**config.mk**
```make
export PLATFORM = sky130hd
export DESIGN_NAME = pix_palette_mem_flat
export DESIGN_NICKNAME = d
export VERILOG_FILES = /design/src/rtl/pix_palette_mem_if.sv /design/src/rtl/pix_palette_mem.sv /design/src/flat_wrapper.sv
export SDC_FILE = /design/constraint.sdc
export NUM_CORES = 1
export LEC_CHECK = 0
export CORE_UTILIZATION = 40
export DETAILED_ROUTE_END_ITERATION = 6
export DONT_BUFFER_PORTS = 1
export PLACE_DENSITY_LB_ADDON = 0.12
export SKIP_CTS_REPAIR_TIMING = 1
export SYNTH_ARGS = -nofsm -noshare
export SYNTH_HDL_FRONTEND = slang
export SYNTH_SLANG_ARGS = --single-unit
```
**constraint.sdc**
```tcl
create_clock -name i_vga_clk -period 2.3 [get_ports i_vga_clk]
set_input_delay 0.23 -clock i_vga_clk [delete_from_list [all_inputs] [get_ports i_vga_clk]]
set_output_delay 0.23 -clock i_vga_clk [all_outputs]
set_load 0.02 [all_outputs]
```
**src/rtl/pix_palette_mem_if.sv**
```systemverilog
// Pixel request/response bundle for pix_palette_mem: request fields flow from
// the display timing side to the block; coloured pixel results flow back.
interface pix_palette_mem_if #(
  parameter int ADDR_W  = 19,
  parameter int COLOR_W = 8
);
  logic               i_valid;
  logic [ADDR_W-1:0]  i_vga_addr;
  logic               i_mode;
  logic               o_valid;
  logic [COLOR_W-1:0] o_red;
  logic [COLOR_W-1:0] o_green;
  logic [COLOR_W-1:0] o_blue;

  modport master (
    output i_valid, i_vga_addr, i_mode,
    input  o_valid, o_red, o_green, o_blue
  );

  modport slave (
    input  i_valid, i_vga_addr, i_mode,
    output o_valid, o_red, o_green, o_blue
  );
endinterface

```
**src/rtl/pix_palette_mem.sv**
```systemverilog
// Packed-pixel framebuffer reader: unpacks BPP-bit fields from ROM words and
// maps them to RGB by grey expansion or a writable palette, fixed 3-cycle latency.
module pix_palette_mem #(
  parameter int ADDR_W  = 19,
  parameter int BPP     = 1,
  parameter int ROM_W   = 8,
  parameter int COLOR_W = 8,
  localparam int PPW     = ROM_W / BPP,
  localparam int LOG_PPW = $clog2(PPW),
  localparam int SEL_W   = (LOG_PPW < 1) ? 1 : LOG_PPW
) (
  input  logic                      i_vga_clk,
  input  logic                      rst,
  pix_palette_mem_if.slave          pix,
  output logic [ADDR_W-LOG_PPW-1:0] o_rom_addr,
  input  logic [ROM_W-1:0]          i_rom_data,
  input  logic                      i_pal_we,
  input  logic [BPP-1:0]            i_pal_addr,
  input  logic [3*COLOR_W-1:0]      i_pal_data
);

  generate
    if (!(BPP == 1 || BPP == 2 || BPP == 4 || BPP == 8) || ROM_W < BPP ||
        (ROM_W & (ROM_W - 1)) != 0 || COLOR_W < BPP || ADDR_W <= LOG_PPW) begin : g_bad_cfg
      $error("pix_palette_mem: illegal BPP/ROM_W/COLOR_W/ADDR_W combination");
    end
  endgenerate

  // Pixel 0 of a word sits in the most significant BPP bits.
  function automatic logic [BPP-1:0] pick_field(input logic [ROM_W-1:0] word,
                                                input logic [SEL_W-1:0] sel);
    logic [ROM_W-1:0] sh;
    sh = word << (int'(sel) * BPP);
    return sh[ROM_W-1 -: BPP];
  endfunction

  // Repeat the field MSB-first across the channel so full-scale maps to all ones.
  function automatic logic [COLOR_W-1:0] grey(input logic [BPP-1:0] f);
    logic [COLOR_W-1:0] g;
    for (int i = 0; i < COLOR_W; i++) g[COLOR_W-1-i] = f[BPP-1-(i % BPP)];
    return g;
  endfunction

  logic                 vld_p1_q, mode_p1_q;
  logic [SEL_W-1:0]     sel_p1_d, sel_p1_q;
  logic                 vld_p2_q, mode_p2_q;
  logic [BPP-1:0]       field_p2_d, field_p2_q;
  logic                 vld_p3_q;
  logic [3*COLOR_W-1:0] rgb_p3_d, rgb_p3_q;
  logic [3*COLOR_W-1:0] pal_q [2**BPP];

  assign o_rom_addr = pix.i_vga_addr[ADDR_W-1:LOG_PPW];

  generate
    if (LOG_PPW == 0) begin : g_one_ppw
      assign sel_p1_d = '0;
    end else begin : g_multi_ppw
      assign sel_p1_d = pix.i_vga_addr[SEL_W-1:0];
    end
  endgenerate

  always_comb begin
    field_p2_d = pick_field(i_rom_data, sel_p1_q);
    rgb_p3_d   = '0;
    if (vld_p2_q) begin
      // Palette read sees the pre-write value when a write lands on the same edge.
      rgb_p3_d = mode_p2_q ? pal_q[field_p2_q] : {3{grey(field_p2_q)}};
    end
  end

  always_ff @(posedge i_vga_clk) begin
    if (rst) begin
      vld_p1_q   <= 1'b0;
      mode_p1_q  <= 1'b0;
      sel_p1_q   <= '0;
      vld_p2_q   <= 1'b0;
      mode_p2_q  <= 1'b0;
      field_p2_q <= '0;
      vld_p3_q   <= 1'b0;
      rgb_p3_q   <= '0;
      for (int k = 0; k < 2**BPP; k++) pal_q[k] <= {3{grey(BPP'(k))}};
    end else begin
      // p1: request capture
      vld_p1_q   <= pix.i_valid;
      mode_p1_q  <= pix.i_mode;
      sel_p1_q   <= sel_p1_d;
      // p2: field extraction from returned ROM word
      vld_p2_q   <= vld_p1_q;
      mode_p2_q  <= mode_p1_q;
      field_p2_q <= field_p2_d;
      // p3: colour output
      vld_p3_q   <= vld_p2_q;
      rgb_p3_q   <= rgb_p3_d;
      if (i_pal_we) pal_q[i_pal_addr] <= i_pal_data;
    end
  end

  assign pix.o_valid = vld_p3_q;
  assign pix.o_red   = rgb_p3_q[3*COLOR_W-1:2*COLOR_W];
  assign pix.o_green = rgb_p3_q[2*COLOR_W-1:COLOR_W];
  assign pix.o_blue  = rgb_p3_q[COLOR_W-1:0];

endmodule

```
**src/flat_wrapper.sv**
```systemverilog
// flat-port wrapper written by rule: the top's interface ports become plain ports
module pix_palette_mem_flat 
#(
  parameter int ADDR_W  = 19,
  parameter int BPP     = 1,
  parameter int ROM_W   = 8,
  parameter int COLOR_W = 8,
  localparam int PPW     = ROM_W / BPP,
  localparam int LOG_PPW = $clog2(PPW),
  localparam int SEL_W   = (LOG_PPW < 1) ? 1 : LOG_PPW
)
  (i_vga_clk, rst, o_rom_addr, i_rom_data, i_pal_we, i_pal_addr, i_pal_data, pix_i_valid, pix_i_vga_addr, pix_i_mode, pix_o_valid, pix_o_red, pix_o_green, pix_o_blue);
  pix_palette_mem_if #(.ADDR_W(ADDR_W), .COLOR_W(COLOR_W)) pix_i ();
  input  logic i_vga_clk;
  input  logic rst;
  output logic [ADDR_W-LOG_PPW-1:0] o_rom_addr;
  input  logic [ROM_W-1:0] i_rom_data;
  input  logic i_pal_we;
  input  logic [BPP-1:0] i_pal_addr;
  input  logic [3*COLOR_W-1:0] i_pal_data;
  input wire logic [$bits(pix_i.i_valid)-1:0] pix_i_valid;
  input wire logic [$bits(pix_i.i_vga_addr)-1:0] pix_i_vga_addr;
  input wire logic [$bits(pix_i.i_mode)-1:0] pix_i_mode;
  output wire logic [$bits(pix_i.o_valid)-1:0] pix_o_valid;
  output wire logic [$bits(pix_i.o_red)-1:0] pix_o_red;
  output wire logic [$bits(pix_i.o_green)-1:0] pix_o_green;
  output wire logic [$bits(pix_i.o_blue)-1:0] pix_o_blue;
  assign pix_i.i_valid = pix_i_valid;
  assign pix_i.i_vga_addr = pix_i_vga_addr;
  assign pix_i.i_mode = pix_i_mode;
  assign pix_o_valid = pix_i.o_valid;
  assign pix_o_red = pix_i.o_red;
  assign pix_o_green = pix_i.o_green;
  assign pix_o_blue = pix_i.o_blue;
  pix_palette_mem #(.ADDR_W(ADDR_W), .BPP(BPP), .ROM_W(ROM_W), .COLOR_W(COLOR_W)) u_core (.i_vga_clk(i_vga_clk), .rst(rst), .pix(pix_i), .o_rom_addr(o_rom_addr), .i_rom_data(i_rom_data), .i_pal_we(i_pal_we), .i_pal_addr(i_pal_addr), .i_pal_data(i_pal_data));
endmodule
```
# --- Word-level counts from Yosys, hierarchy flattened ---
# Memories as Yosys holds them, arrays and structs flattened. A register that Yosys moved wholly into a read port is not among the register bits.
# Cells that the tools add are included.
word_totals:
  reg_bits: 33
  latch_bits: 0
  ramBits: 48
  romBits: 0
  inputBits: 57
  output_inout_bits: 41
  word_cells: 23
  memories: 1
mem_list:
  columns: ["name", "depth", "word_bits", "rd", "rd_clocked_by_memory_dff", "write_ports", "line", "rtl"]
  rows:
  - ["u_core.pal_q", 2, 24, 1, 1, 2, "pix_palette_mem.sv:50", "logic [3*COLOR_W-1:0] pal_q [2**BPP];"]
op_classes:
  n_addsub: 0
  mul: 0
  n_div: 0
  magnitude_cmp: 0
  n_eq_ne: 0
  shifts: 1
  muxes: 10
  bitwise_logic: 1
  n_reduce_logical: 2
op_table:
  columns: ["operator", "count"]
  rows:
  - ["$mux 24", 2]
  - ["$reduce_or 24->1", 1]
  - ["$mux 1", 8]
  - ["$shl 8x3->8", 1]
  - ["$reduce_or 2->1", 1]
  - ["$not 1->1", 1]

# --- Logic depth before layout (Yosys ltp) ---
# Gate-level depths: netlist of the first run.
logic_depth:
  depth_word: 5
  ltp_mapped: 5
  ltp_nobuf: 3

# --- Worst setup path before layout of the first run ---
# No wires, ideal clock.
synth_timing:
  path_kind: "input-to-reg"
  start: "input port rst"
  end: "memory u_core.pal_q[1][0] in the netlist's numbering (enable)"
  setup_time_ns: 0.384
  arrival_time_ns: 1.151
  setup_slack_ns: 0.765
  path_stages: 2
  cell_sequence: "clkbuf_1 > nand2b_1"
synth_lines:
  columns: ["item", "line", "rtl"]
  rows:
  - ["start: declaration", "flat_wrapper.sv:15", "input logic rst;"]
  - ["end: declaration", "pix_palette_mem.sv:50", null]

# --- Worst setup path in the final report of the first run ---
layout_timing:
  start: "register u_core.vld_p2_q"
  end: "register u_core.rgb_p3_q[19]"
layout_between:
  elab_chain_cells: 2
layout_rtl:
  columns: ["item", "line", "rtl"]
  rows:
  - ["start: declaration", "pix_palette_mem.sv:46", "logic vld_p2_q, mode_p2_q;"]
  - ["start signal: assignment", "pix_palette_mem.sv:88", "vld_p2_q <= vld_p1_q;"]
  - ["$not 1->1 (no line)", null, null]
  - ["$reduce_or 2->1 (no line)", null, null]
  - ["end signal: assignment", "pix_palette_mem.sv:93", "rgb_p3_q <= rgb_p3_d;"]
  - ["end: declaration", "pix_palette_mem.sv:49", "logic [3*COLOR_W-1:0] rgb_p3_d, rgb_p3_q;"]
# No other way between the ends.
# A chain may end at the register's enable or synchronous reset.

==> results.tsv, run 1 <==
metric	value	unit
drt first-iter violations	92	
mapped cell area	3140	µm²
Final ANT Viol Nets	0	
Cell Pwr Density	879	nW/µm²
CP startpoint kind	flip-flop	
clock-pin transition on the worst setup and hold timing paths	80	ps
critical-path maximum fanout	16	
H-tree depth	3	
starting density of the core	42.3	%
Hold Crit Class	in2reg	
fin crit share	59.7	%
Sink Count	81	
CP Capture Type	flip-flop	
DRC Markers	0	
Pint	2.31	mW
worst-margin pin slew	821	ps
top cells by count, synth	48 x edfxtp_1, 33 x dfxtp_1, 25 x nor2_1	
Fin. Hold Viols	0	
clock network fraction of total power	39.0	%
setup violators final	0	
1st-pass router iterations	4	
total routed wirelength	5630	µm
largest net degree at the start of global routing	26	
Die Wd	90.6	µm
Site Rows	31	
post-synth top area share	46.0	%
prevailing post-synth register cell	edfxtp_1	
initial antenna violation count	0	
slew margin rel.	45.1	%
Total Routing Usage GR	15.0	%
cell taking the most area after synthesis	edfxtp_1	
leak pwr	1.17	nW
Ys Warns	0	
Distinct cells, synth	25	
Core Area	7410	µm²
CTS Buf Count	9	
Crit path required time	2570	ps
Max Transition Viols Final	0	
Setup TNS Final	0	ps
Async SR Flop Fraction	0	%
CTS tree	yes	
Switch Pwr	0.617	mW
I/O pin total	98	
Avg Vias per Cell	4.85	
CTS max path bufs	2	
share of cells above drive strength 1	19.0	%
diode count	0	
Die H	90.6	µm
flops & latches, synth	81	
Synth area leaders	edfxtp_1 46%, dfxtp_1 21%, and2_1 4.8%	
Synth Net Count	313	
outcome	finished clean	
routed via count	1682	
critical path type	reg2reg	
DIE AREA	8200	µm²
sequential fraction of the synthesis area	67.0	%
Comb pwr share	4.5	%
first-pass GRT wire length	9200	µm
Detailed Place HPWL	3300	µm
grt ovf	0	
WHS	5.19	ps
port buffer count	0	
fin nets	300	
Layout Skew	7.65	ps
CP arrival	1640	ps
vias in the first global route	1709	
Routed WL per cell	16.2	µm
Max Cap Viol	0	
Max Clk Rate	728	MHz
Seq pwr share	56.4	%
crit path time final	1370	ps
most instantiated library cell after synthesis	edfxtp_1	
CTS root buffer	clkbuf_8	
RSZ-0062 raised after global routing	no	
Final GP Congestion	0.661	
Avg Synthesized Cell Area	12.3	µm²
clk_lat worst skew	350	ps
synthesis-to-finish area growth	6.22	%
Post-synth EDFFs	48	
Switching Share	21.1	%
worst vdd ir	0.298	mV
Synth Instances	256	
==> cell usage in the layout, fill, tap and decap left out, types with 2 or more instances in the layout <==
cell type / n
edfxtp_1: 48
dfxtp_1: 33
nor2_1: 25
or2_2: 24
a21oi_1: 24
and2_1: 24
nor3_1: 23
clkbuf_8: 10
nor2b_1: 7
buf_4: 5
inv_1: 3
dlygate4sd3_1: 3
nand2b_1: 2
mux2i_1: 2
clkinvlp_4: 2
bufinv_16: 2
==> routing by layer <==
layer  routed length (µm)  vias up  global-route usage, %
li1                     -      823                      -
met1                 2370      789                   18.0
met2                 2680       51                   23.7
met3                  450       19                   5.22
met4                  129        0                   8.33
met5                    0        -                      0
==> sequential cells by signal, summed over array words and instances, names as in the netlist <==
name and flops:
u_core.pal_q 48, u_core.rgb_p3_q 24, u_core.sel_p1_q 3, u_core.field_p2_q 1
u_core.mode_p1_q 1, u_core.mode_p2_q 1, u_core.pix.o_valid 1, u_core.vld_p1_q 1
u_core.vld_p2_q 1
==> cell families after synthesis <==
kind of cell,after synthesis,synth area share [%]
mux,3,1.36
compound gates,27,4.51
buf+inv,35,7.30
simple gates,110,19.8
flops,81,67.0
==> power by group through the flow <==
stage / registers, mW / logic (mW) / clock network, mW
floorplan: 1.68 / 0.146 / 0
detailed placement: 1.69 / 0.130 / 0
CTS: 1.65 / 0.130 / 1.16
global placement: 1.69 / 0.128 / 0
finish: 1.65 / 0.133 / 1.14
global route: 1.66 / 0.150 / 1.24
==> layout make-up <==
cell class,instances,area (µm²)
Clock buffer,11,141
Multi-Input combinational cell,140,806
Fill cell,678,4080
Inverter,3,11.3
Clock inverter,5,80.1
Tap cell,99,124
Sequential cell,81,2100
Timing Repair Buffer,8,67.6
==> final timing paths <==
check | startpoint | end | slack, ps | cells after the start
setup / recovery | u_core.vld_p2_q | u_core.rgb_p3_q[19] | 930 | 3
hold reg to reg | u_core.mode_p1_q | u_core.mode_p2_q | 440 | 1
hold / removal | pix_i_vga_addr[0] | u_core.sel_p1_q[0] | 5 | 1
setup reg to reg | u_core.vld_p2_q | u_core.rgb_p3_q[19] | 930 | 3
==> worst max-delay path: stages (launching register included) <==
cell and delay (ps):
dfxtp_1 310, nand2b_1 400, buf_4 360, nor3_1 220
==> per-stage QoR <==
step           std cells  cell area, µm²  utilization [%]  setup WS, ps  total power [mW]
2_1_floorplan        256            3140                -           765              1.83
3_3_place_gp         328            3080             41.6           931              1.81
3_5_place_dp         328            3080             41.6           922              1.82
4_1_cts              344            3300             44.6           918              2.95
5_1_grt              347            3330             45.0           802              3.06
6_report             347            3330             45.0           926              2.93
(Power assumes the default switching activity.)
==> run 2, diff against run 1 <==
==> constraint.sdc (replaced) <==
create_clock -name i_vga_clk -period 1.3 [get_ports i_vga_clk]
set_input_delay 0.13 -clock i_vga_clk [delete_from_list [all_inputs] [get_ports i_vga_clk]]
set_output_delay 0.13 -clock i_vga_clk [all_outputs]
set_load 0.02 [all_outputs]
==> run 2 against run 1 <==
  * The flow now finishes with violations (hold timing)
  * Non-clock buffer count is 32 higher
  * Sequential share of layout area down 4.7 points
  * Critical path depth unchanged
  * Core utilization grew 3.6 points
==> results.tsv, run 2 (synthesis results as in run 1) <==
metric	value	unit	change
leak pwr	1.29	nW	+11%
fin crit share	93.7	%	
worst vdd ir	0.492	mV	+65%
Die H	90.6	µm	unchanged
RSZ-0062 raised after global routing	no		
largest reg by FF count	u_core.pal_q		
CP Capture Type	flip-flop		
Final ANT Viol Nets	0		unchanged
commonest non-fill, non-tap cell in the layout	edfxtp_1		
CTS root buffer	clkbuf_8		
dpl ws	36.2	ps	-886 ps
Cell Pwr Density	1370	nW/µm²	+56%
Core Area	7410	µm²	unchanged
CP startpoint kind	input pin		
Final GP Congestion	0.679		+2.8%
setup violators final	0		unchanged
clk_lat worst skew	340	ps	about the same
starting density of the core	42.3	%	unchanged
fin nets	332		+11%
I/O pin total	98		unchanged
Finished Layout Cells	379		+9.2%
registers with the most flip-flops	u_core.pal_q: 48 flops, u_core.rgb_p3_q: 24 flops, u_core.sel_p1_q: 3 flops		
port buffer count	0		unchanged
first-pass GRT wire length	8760	µm	-4.7%
1st-pass router iterations	4		unchanged
Layout Skew	9.21	ps	+1.56 ps
Crit path required time	1530	ps	-1040 ps
DIE AREA	8200	µm²	unchanged
Max Transition Viols Final	0		unchanged
H-tree depth	3		unchanged
CTS Buf Count	9		unchanged
outcome	finished with violations		
Setup TNS Final	0	ps	unchanged
Fin. Hold Viols	1		+1
critical path type	in2reg		
vias in the first global route	1688		-1.2%
Die Wd	90.6	µm	unchanged
most frequent cells in the layout	48 x edfxtp_1, 33 x dfxtp_1, 30 x dlygate4sd3_1		
synthesis-to-finish area growth	14.8	%	
drt first-iter violations	62		-33%
routed via count	1770		+5.2%
clock-pin transition on the worst setup and hold timing paths	70	ps	about the same
critical-path maximum fanout	8		-8
total power	4.95	mW	+69%
total routed wirelength	5710	µm	+1.5%
Sink Count	81		unchanged
Site Rows	31		unchanged
placed cell area	3120	µm²	+1.3%
CP arrival	1440	ps	-200 ps
Max Clk Rate	821	MHz	
final worst slack	81.3	ps	-845 ps
CTS max path bufs	2		unchanged
diode count	0		unchanged
Detailed Place HPWL	3350	µm	+1.5%
Post-Route Utilization	48.6	%	+3.6 points
largest net degree at the start of global routing	26		unchanged
Total Routing Usage GR	14.3	%	-0.71 points
Avg Vias per Cell	4.67		-3.7%
WHS	-2.55	ps	-7.74 ps
DRC Markers	0		unchanged
CTS tree	yes		
slew margin rel.	57.4	%	+12 points
share of cells above drive strength 1	17.9	%	-1.1 points
Routed WL per cell	15.1	µm	-7.1%
max FFs per register	48		unchanged
grt ovf	0		unchanged
violated checks	hold timing		
Placed Cells	333		+1.5%
Final Instance Area	3600	µm²	+8.0%
Max Cap Viol	0		unchanged
crit path time final	1220	ps	
Hold Crit Class	in2reg		
worst-margin pin slew	639	ps	-183 ps
initial antenna violation count	0		unchanged
## run 2: cell type report
class                   instances  area [µm²]
clock buffers                  11         131
clock inverters                 5        47.5
fillers                       662        3810
inverters                       3        11.3
multi-input cells             140         808
flip-flops and latches         81        2100
well taps                      99         124
repair buffers                 40         375
## run 2: final timing paths
path	start	end	slack (ps)	cells past startpoint
max	rst	u_core.sel_p1_q[1]	80	3
min	i_pal_data[4]	u_core.pal_q[0][4]	-3	1
max reg2reg	u_core.sel_p1_q[1]	u_core.field_p2_q	170	3
min reg2reg	u_core.vld_p1_q	u_core.vld_p2_q	440	1
## run 2: worst max-delay path: stages
cell and delay [ps]:
dlygate4sd3_1 680, nor2b_1 70, dlygate4sd3_1 560
## run 2: layer usage
| layer | global-route usage [%] | routed length [µm] | share of wire, % | up-vias |
|---|---|---|---|---|
| met5 | 0 | 0 | 0 | - |
| met2 | 22.7 | 2690 | 47 | 49 |
| met3 | 4.55 | 304 | 5.3 | 21 |
| met4 | 8.06 | 112 | 2.0 | 0 |
| li1 | - | - | - | 891 |
| met1 | 17.2 | 2610 | 46 | 809 |
## run 2: power breakdown
group          leakage [nW]  internal, mW  switching (mW)
sequential            0.741          2.87          0.0574
clock                0.0922         0.870           0.833
combinational         0.456         0.154           0.164
==> run 3, diff against run 2 <==
--- a/config.mk
+++ b/config.mk
@@ -8,8 +8,9 @@
 export CORE_UTILIZATION = 40
 export DETAILED_ROUTE_END_ITERATION = 6
 export DONT_BUFFER_PORTS = 1
-export PLACE_DENSITY_LB_ADDON = 0.12
+export PLACE_DENSITY_LB_ADDON = 0.2
 export SKIP_CTS_REPAIR_TIMING = 1
+export SLEW_MARGIN = 20
 export SYNTH_ARGS = -nofsm -noshare
 export SYNTH_HDL_FRONTEND = slang
 export SYNTH_SLANG_ARGS = --single-unit
==> run 3 against run 2 <==
  * The flow now finishes without violations
  * Cell area rose by 2.4%
  * Sequential power is essentially flat
  * Hold slack improved by 39 ps
  * Sequential cell count unchanged
  * Combinational power up 4%
  * Routed wire length fell by 2.8%
  * Non-clock buffer count is 1 higher
  * Critical path type unchanged
  * Largest power group unchanged
==> results.tsv, run 3 (synthesis results as in run 1) <==
metric	value	unit	change
critical path type	in2reg		
Pint	4.16	mW	+6.8%
GRT met2 Usage	23.1	%	+0.38 points
H-tree depth	3		unchanged
CP max stage delay	700	ps	+20 ps
Avg Vias per Cell	4.73		+1.3%
final worst slack	76.1	ps	-5.26 ps
CTS tree	yes		
Max Transition Viols Final	0		unchanged
clock-pin transition on the worst setup and hold timing paths	80	ps	about the same
CP arrival	1460	ps	+20 ps
Layout Skew	7.92	ps	-1.28 ps
critical-path maximum fanout	8		unchanged
CP dominant cell by count	dlygate4sd3_1		
Die Wd	90.6	µm	unchanged
Hold Path Origin	i_rom_data[5]		
RSZ-0062 raised after global routing	no		
Switch Pwr	1.11	mW	+5.2%
Fin. Hold Viols	0		-1
synthesis-to-finish area growth	17.5	%	
Total Routing Usage GR	13.7	%	-0.63 points
Cell Pwr Density	1430	nW/µm²	+4.0%
Max Cap Viol	0		unchanged
R2R setup slack	170	ps	about the same
CTS root buffer	clkbuf_8		
routed via count	1798		+1.6%
Core Area	7410	µm²	unchanged
Final ANT Viol Nets	0		unchanged
crit path time final	1220	ps	+5.26 ps
Worst R2R End	u_core.field_p2_q		
Comb pwr share	6.3	%	about the same
Setup TNS Final	0	ps	unchanged
fill cell count	662		unchanged
Sink Count	81		unchanged
max FFs per register	48		unchanged
Post-Route Utilization	49.7	%	+1.1 points
FF+latch area	2100	µm²	unchanged
CTS max path bufs	2		unchanged
dpl ws	48.3	ps	+12.1 ps
hold endpoint	u_core.field_p2_q		
CP startpoint kind	input pin		
RR Startpoint	u_core.sel_p1_q[1]		
largest reg by FF count	u_core.pal_q		
Top Usage Layer GRT	met2		
reg2reg path depth	3		unchanged
grt ovf	0		unchanged
CTS Buf Count	9		unchanged
worst vdd ir	0.593	mV	+21%
leak pwr	1.33	nW	+2.8%
largest net degree at the start of global routing	26		unchanged
share of cells above drive strength 1	19.2	%	+1.4 points
Routed WL per cell	14.6	µm	-3.1%
DRC Markers	0		unchanged
commonest non-fill, non-tap cell in the layout	edfxtp_1		
setup violators final	0		unchanged
vias in the first global route	1677		-0.65%
DIE AREA	8200	µm²	unchanged
fin crit share	94.1	%	+0.40 points
Placed Cells	334		+0.30%
Crit-path slowest cell	dlygate4sd3_1		
met1 Usage GRT	14.2	%	-3.0 points
worst-margin pin slew	632	ps	-6.30 ps
Crit path required time	1540	ps	about the same
CP Capture Type	flip-flop		
Hold Crit Class	in2reg		
Detailed Place HPWL	3280	µm	-2.0%
Final GP Congestion	0.648		-4.6%
clock network fraction of total power	38.1	%	+3.7 points
Max Clk Rate	817	MHz	-0.43%
Finished Layout Cells	380		+0.26%
GR Util met3	6.06	%	+1.5 points
outcome	finished clean		
initial antenna violation count	0		unchanged
clk_lat worst skew	350	ps	about the same
registers with the most flip-flops	u_core.pal_q: 48 flops, u_core.rgb_p3_q: 24 flops, u_core.sel_p1_q: 3 flops		
slew margin rel.	57.8	%	+0.42 points
drt first-iter violations	68		+9.7%
Multi-input gate area	808	µm²	unchanged
port buffer count	0		unchanged
Seq pwr share	55.6	%	-3.6 points
I/O pin total	98		unchanged
most frequent cells in the layout	48 x edfxtp_1, 33 x dfxtp_1, 30 x dlygate4sd3_1		
Switching Share	21.1	%	-0.25 points
Worst Hold Depth	2		+1
Site Rows	31		unchanged
total routed wirelength	5550	µm	-2.8%
1st-pass router iterations	4		unchanged
CP cell instances	dlygate4sd3_1 -> nor2b_1 -> dlygate4sd3_1		
first-pass GRT wire length	8270	µm	-5.7%
starting density of the core	42.3	%	unchanged
diode count	0		unchanged
fin nets	333		+0.30%
Die H	90.6	µm	unchanged
-- run 3: cell type report --
class / count / share of cell area, %
clock buffer: 10 / 3.74
clock inverter: 6 / 2.21
inverter: 3 / 0.306
multi-input combinational: 140 / 21.9
sequential: 81 / 57.0
tap: 99 / 3.36
timing repair buffer: 41 / 11.4
-- run 3: how the worst max path moves through the flow --
stage                  startpoint                  to  slack (ps)  cells after the start
6_report                      rst  u_core.sel_p1_q[1]          80                      3
5_1_grt                       rst  u_core.sel_p1_q[1]          60                      3
4_1_cts        u_core.sel_p1_q[1]   u_core.field_p2_q         150                      3
3_5_place_dp                  rst  u_core.pal_q[0][3]          50                      2
3_3_place_gp                  rst  u_core.pal_q[0][5]          60                      2
2_1_floorplan                 rst  u_core.pal_q[1][0]         120                      2
-- run 3: power groups by stage --
stage	registers [mW]	logic [mW]	clock network, mW
after detailed placement	2.98	0.255	0
after CTS	2.93	0.256	2.06
after floorplan	2.97	0.259	0
after global routing	2.94	0.365	2.16
after global placement	2.98	0.251	0
final	2.93	0.331	2.01
-- run 3: worst max-delay path, delay by kind of cell --
kind / cells / cell delay (ps)
buffers and inverters: 2 / 1260
AND/OR/NAND/NOR: 1 / 70
-- run 3: through the flow --
stage	hold WS (ps)	power (mW)	area, µm²
3_5_place_dp	204	3.24	3170
5_1_grt	47.7	5.46	3680
2_1_floorplan	258	3.23	3140
6_report	36.3	5.26	3680
4_1_cts	-182	5.24	3380
3_3_place_gp	204	3.23	3170
-- run 3: metal layers --
| layer | vias to the layer above | share of wire [%] |
|---|---|---|
| met1 | 841 | 41 |
| li1 | 890 | - |
| met4 | 0 | 1.2 |
| met3 | 12 | 7.0 |
| met2 | 55 | 50 |
| met5 | - | 0 |
